===== config.mk =====
export PLATFORM = sky130hd
export DESIGN_NAME = button_event_arbiter
export DESIGN_NICKNAME = d
export VERILOG_FILES = /design/src/rtl/button_event_arbiter.sv
export SDC_FILE = /design/constraint.sdc
export NUM_CORES = 1
export LEC_CHECK = 0
export CORE_MARGIN = 10
export CORE_UTILIZATION = 36
export CTS_BUF_LIST = sky130_fd_sc_hd__clkbuf_8
export DETAILED_ROUTE_END_ITERATION = 7
export PLACE_DENSITY = 0.7
export SYNTH_ARGS = -nofsm -noshare
export SYNTH_HDL_FRONTEND = slang
export SYNTH_SLANG_ARGS = --single-unit
export TNS_END_PERCENT = 50

===== constraint.sdc =====
create_clock -name clk -period 2.4 [get_ports clk]
set_clock_uncertainty 0.15 [all_clocks]
set_input_delay 0.24 -clock clk [delete_from_list [all_inputs] [get_ports clk]]
set_output_delay 0.24 -clock clk [all_outputs]
set_load 0.01 [all_outputs]

===== src/rtl/button_event_arbiter.sv =====
// -----------------------------------------------------------------------------
// button_event_arbiter
//
// Purpose:
//   Collects single-cycle press pulses from N_BTN debounced button blocks and
//   keeps one pending request per button. The requests are presented to a
//   consumer one at a time over a valid/ready handshake. A press is never lost
//   while that button's request is still waiting. A press that arrives while
//   its button is already waiting and is not being taken this cycle is
//   dropped, and overflow pulses for one cycle.
//
// Ports:
//   clk        in   1       system clock; all logic on the rising edge
//   rst_a_p    in   1       asynchronous, active-high reset
//   pulse_in   in   N_BTN   one-cycle press pulses; bit i = button i
//   evt_valid  out  1       an event is presented on evt_id
//   evt_ready  in   1       consumer takes the event when evt_valid && evt_ready
//   evt_id     out  IDX_W   index of the button whose event is presented
//   pending    out  N_BTN   registered pending-request vector
//   overflow   out  1       one-cycle pulse: a press was dropped
//
// Parameters:
//   N_BTN  number of buttons (2..16)
//   IDX_W  width of evt_id; 2**IDX_W must be >= N_BTN
//
// Configuration macro:
//   BUTTON_ARB_FIXED_PRIO_EN
//     defined   : fixed priority; the lowest pending index always wins.
//     undefined : round robin from a rotating pointer (default build).
// -----------------------------------------------------------------------------
module button_event_arbiter #(
    parameter int N_BTN = 4,
    parameter int IDX_W = 2
) (
    input  logic             clk,
    input  logic             rst_a_p,
    input  logic [N_BTN-1:0] pulse_in,
    output logic             evt_valid,
    input  logic             evt_ready,
    output logic [IDX_W-1:0] evt_id,
    output logic [N_BTN-1:0] pending,
    output logic             overflow
);

    // The output register is a one-entry slot.
    // EMPTY: nothing is presented. FULL: evt_id is presented.
    typedef enum logic {
        ST_EMPTY = 1'b0,
        ST_FULL  = 1'b1
    } state_e;

    state_e             state_q,    state_d;
    logic [IDX_W-1:0]   evt_id_q,   evt_id_d;
    logic [N_BTN-1:0]   pending_q,  pending_d;
    logic               overflow_q, overflow_d;

    logic [IDX_W-1:0]   grant;
    logic               load_en;
    logic [N_BTN-1:0]   clr_mask;

`ifndef BUTTON_ARB_FIXED_PRIO_EN
    logic [IDX_W-1:0]   rr_ptr_q, rr_ptr_d;
`endif

    // -------------------------------------------------------------------------
    // Grant selection. Only the registered pending vector is used, so a new
    // press always spends one cycle in pending before it can be granted.
    // -------------------------------------------------------------------------
`ifdef BUTTON_ARB_FIXED_PRIO_EN
    always_comb begin
        grant = '0;
        // The scan runs downward, so the lowest set index is assigned last.
        for (int i = N_BTN - 1; i >= 0; i--) begin
            if (pending_q[i]) begin
                grant = IDX_W'(i);
            end
        end
    end
`else
    always_comb begin
        int   idx;
        logic found;
        grant = '0;
        found = 1'b0;
        // Search upward from rr_ptr and wrap from N_BTN-1 back to 0.
        // The first pending index found wins.
        for (int k = 0; k < N_BTN; k++) begin
            idx = int'(rr_ptr_q) + k;
            if (idx >= N_BTN) begin
                idx = idx - N_BTN;
            end
            if (!found && pending_q[idx]) begin
                grant = IDX_W'(idx);
                found = 1'b1;
            end
        end
    end
`endif

    // The slot can be refilled when it is empty, or when the current event is
    // accepted this same cycle. Accept and refill on one edge give one event
    // per cycle with no bubble.
    assign load_en  = ((state_q == ST_EMPTY) || evt_ready) && (|pending_q);
    assign clr_mask = load_en ? ({{(N_BTN-1){1'b0}}, 1'b1} << grant) : '0;

    // -------------------------------------------------------------------------
    // Pending and overflow next state. A press on the same edge that its
    // button is transferred re-arms the bit and is not counted as a drop.
    // -------------------------------------------------------------------------
    always_comb begin
        pending_d  = (pending_q & ~clr_mask) | pulse_in;
        overflow_d = |(pulse_in & pending_q & ~clr_mask);
    end

    // -------------------------------------------------------------------------
    // Output slot FSM: next state, evt_id and round-robin pointer.
    // -------------------------------------------------------------------------
    always_comb begin
        // NOTE: every signal this block writes gets a default first. A path
        // that leaves a signal unassigned would infer a latch.
        state_d  = state_q;
        evt_id_d = evt_id_q;
`ifndef BUTTON_ARB_FIXED_PRIO_EN
        rr_ptr_d = rr_ptr_q;
`endif
        case (state_q)
            ST_EMPTY: begin
                // evt_ready is ignored here. Only pending requests fill the slot.
                if (load_en) begin
                    state_d = ST_FULL;
                end
            end
            ST_FULL: begin
                // While stalled, load_en is 0, so evt_id and valid stay put.
                if (load_en) begin
                    state_d = ST_FULL;
                end else if (evt_ready) begin
                    state_d = ST_EMPTY;
                end
            end
            default: state_d = ST_EMPTY;
        endcase

        if (load_en) begin
            evt_id_d = grant;
`ifndef BUTTON_ARB_FIXED_PRIO_EN
            rr_ptr_d = (grant == IDX_W'(N_BTN - 1)) ? '0 : grant + 1'b1;
`endif
        end
    end

    // -------------------------------------------------------------------------
    // State registers. Reset discards all requests and any presented event.
    // -------------------------------------------------------------------------
    // NOTE: sequential state uses non-blocking assignments only. All registers
    // then update together from the values seen before the edge.
    always_ff @(posedge clk or posedge rst_a_p) begin
        if (rst_a_p) begin
            state_q    <= ST_EMPTY;
            evt_id_q   <= '0;
            pending_q  <= '0;
            overflow_q <= 1'b0;
        end else begin
            state_q    <= state_d;
            evt_id_q   <= evt_id_d;
            pending_q  <= pending_d;
            overflow_q <= overflow_d;
        end
    end

`ifndef BUTTON_ARB_FIXED_PRIO_EN
    always_ff @(posedge clk or posedge rst_a_p) begin
        if (rst_a_p) begin
            rr_ptr_q <= '0;
        end else begin
            rr_ptr_q <= rr_ptr_d;
        end
    end
`endif

    assign evt_valid = (state_q == ST_FULL);
    assign evt_id    = evt_id_q;
    assign pending   = pending_q;
    assign overflow  = overflow_q;

endmodule


==> summary.txt <==
Critical path
  • Crit path cell chain: and2b_2, o21a_1, nor3_2, ha_1, o22ai_1, a311oi_1, nand2_1
  • Setup crit end kind: flip-flop
  • R2r setup slk: 0.32 ns
  • Arrival time at the worst endpoint: approximately 2.1 ns
  • R2r endpoint: overflow
  • Max Fanout on Critical Path: 6
  • CP max stage cell: dfrtp_1
  • Critical Path RT: ~2.4 ns
  • Worst Setup SP: pending[2]
  • CP peak stage delay: 0.44 ns
  • Critical path launch point type: flip-flop
  • R2R depth: 7
  • RR Startpoint: pending[2]
  • Setup Crit Path Kind: flip-flop to flip-flop

Floorplanning
  • # rows: 13
  • I/O pin cnt: 15
  • Die Area: roughly 3500 um2
  • Initial Util: 0.3965
  • Width of the die: roughly 59 um
  • Core area: 1366 um2
  • Die Ht: about 59 um

Yosys
  • Sequential area share after synthesis: 0.4619
  • Yosys top cell by area: dfrtp_1
  • Post-Syn Area: between 500 and 600 um2
  • Synth top area share: 0.4619
  • Cells after Synth: 54
  • Mean Syn Cell Area: between 10 and 15 um2
  • Top cells by area, synth: dfrtp_1, ha_1, nand2_1
  • Yosys reg bits: 10
  • Count of cell types in the netlist: 20
  • Syn nets: 65
  • Syn. warnings: 0

Clocking
  • Root Driver: clkbuf_8
  • CTS clock-pin slew for the worst setup and hold paths: roughly 0.050 ns
  • Worst-Skew Late Latency: between 0.2 and 0.25 ns
  • CTS Hold Bufs: 0
  • Max clock buf depth: 2
  • CTS tree: done
  • Setup bufs post-CTS: 0
  • PostCTS Resize Cnt: 0
  • Clk sinks: 10
  • Htree depth: 1
  • CTS buffer count: 3

Final layout
  • Antenna Cells: 0
  • Fin area: about 760 um2
  • Fin util: 0.5586
  • Nets: 85
  • Commonest non-fill, non-tap cell in the layout: clkdlybuf4s50_1
  • Most frequent cells in the layout: clkdlybuf4s50_1, dfrtp_1, nand2_1
  • Layout area overhead: 40.88%
  • Share of layout cells above drive strength 1: 0.1370
  • Non-Filler Instances: about 90

Power and ir drop
  • Worst vdd ir: roughly 0.64 mV
  • Total Power: 946.7 uW
  • Pwr per Cell Area: around 1200 nW/um2
  • Static Leak: 0.3274 nW

Global routing
  • Initial antenna violation count: 0
  • GRT Total Usage: 0.07334
  • Vias in the first global route: around 450
  • First-pass GRT wire length: slightly below 2000 um
  • Pin count of the biggest net entering global routing: 11
  • Global route total overflow: 0

Run status
  • Status: finished, final reports clean

Timing
  • Fin worst setup slack: roughly 0.32 ns
  • Worst slew pin tran: 0.4067 ns
  • Hold slack: between 0.1 and 0.15 ns
  • Endpoints failing setup: 0
  • Slew Viols, Final: 0
  • RSZ-0062 raised after global routing: no
  • Max Freq: a little under 500 MHz
  • Fin crit period: 2.075 ns
  • Hold Vio Cnt, Final: 0
  • Period utilization: 0.8646
  • Slew margin rel.: 0.7264
  • Final setup TNS: 0 ns

Place
  • Placed insts: 84
  • Area post-placement: 708.2 um2
  • GPL Wtd Cong: 0.7791
  • Port-buffer cells: 14
  • Dpl ws: about 0.34 ns

Routing
  • Initial DRC count: 5
  • Post-route DRC: 0
  • Total wire length: roughly 1200 um
  • Vias post-DR: ~450
  • Drt pass-1 iters: 2
  • Drt wl/cell: between 10 and 15 um
  • Vias/cell: a little over 5
  • Detail Route Antenna Nets: 0

Worst hold path
  • Worst min-delay path class: primary input to asynchronous set/reset pin

Run
  • Max Cap Viol: 0
how the worst max path moves through the flow:
| stage | cells past startpoint | end |
|---|---|---|
| floorplan | 7 | overflow |
| global placement | 7 | overflow |
| detailed placement | 7 | overflow |
| CTS | 7 | overflow |
| global route | 7 | overflow |
| finish | 7 | overflow |
cell usage after synthesis:
cell type,n
nand3_1,1
nor2_1,2
o22ai_1,2
a21o_1,3
o32a_1,1
a21o_2,1
and2b_2,1
nor4_1,1
mux2_2,1
a311oi_1,1
inv_1,4
ha_1,4
nor3_2,1
a21oi_1,5
nor2b_1,2
mux2_4,1
o21a_1,1
nand2b_1,4
nand2_1,8
dfrtp_1,10
where the power goes:
part           internal [mW]  leakage (nW)  switching (mW)
clock network          0.145        0.0288          0.0707
registers              0.231         0.103          0.0678
logic                  0.235         0.196           0.198
total                  0.611         0.327           0.336
sequential cells by signal, summed over array words and instances (netlist names):
signal and count:
evt_valid 1, pending 4, rr_ptr_q 2, evt_id 2
overflow 1
logic make-up after synthesis:
logic type,Yosys count,share of synthesized area
simple gates,20,0.1940
compound gates,14,0.1755
flops,10,0.4619
buf+inv,4,0.02771
fa+ha+maj,4,0.09238
mux,2,0.04849
metal layers:
metal | GRT usage | vias up | share of wire
met5 | 0 | - | 0
met4 | 0.04918 | 0 | 0.010
met3 | 0.04077 | 2 | 0.075
met2 | 0.1081 | 10 | 0.47
met1 | 0.07824 | 209 | 0.44
li1 | - | 224 | -
worst max-delay path: cells and delay by family (launching register included):
family | cells | cell delay [ns]
simple gates | 3 | 0.60
compound gates | 3 | 0.52
flops | 1 | 0.44
fa+ha+maj | 1 | 0.24
cell type report:
type                       instances  area [um2]
multi-input combinational         40       276.5
fill                             128       603.1
tap                               15       18.77
inverter                           4       15.01
clock buffer                       4       55.05
timing repair buffer              15       147.6
sequential                        10       250.2
(Power assumes the default switching activity.)
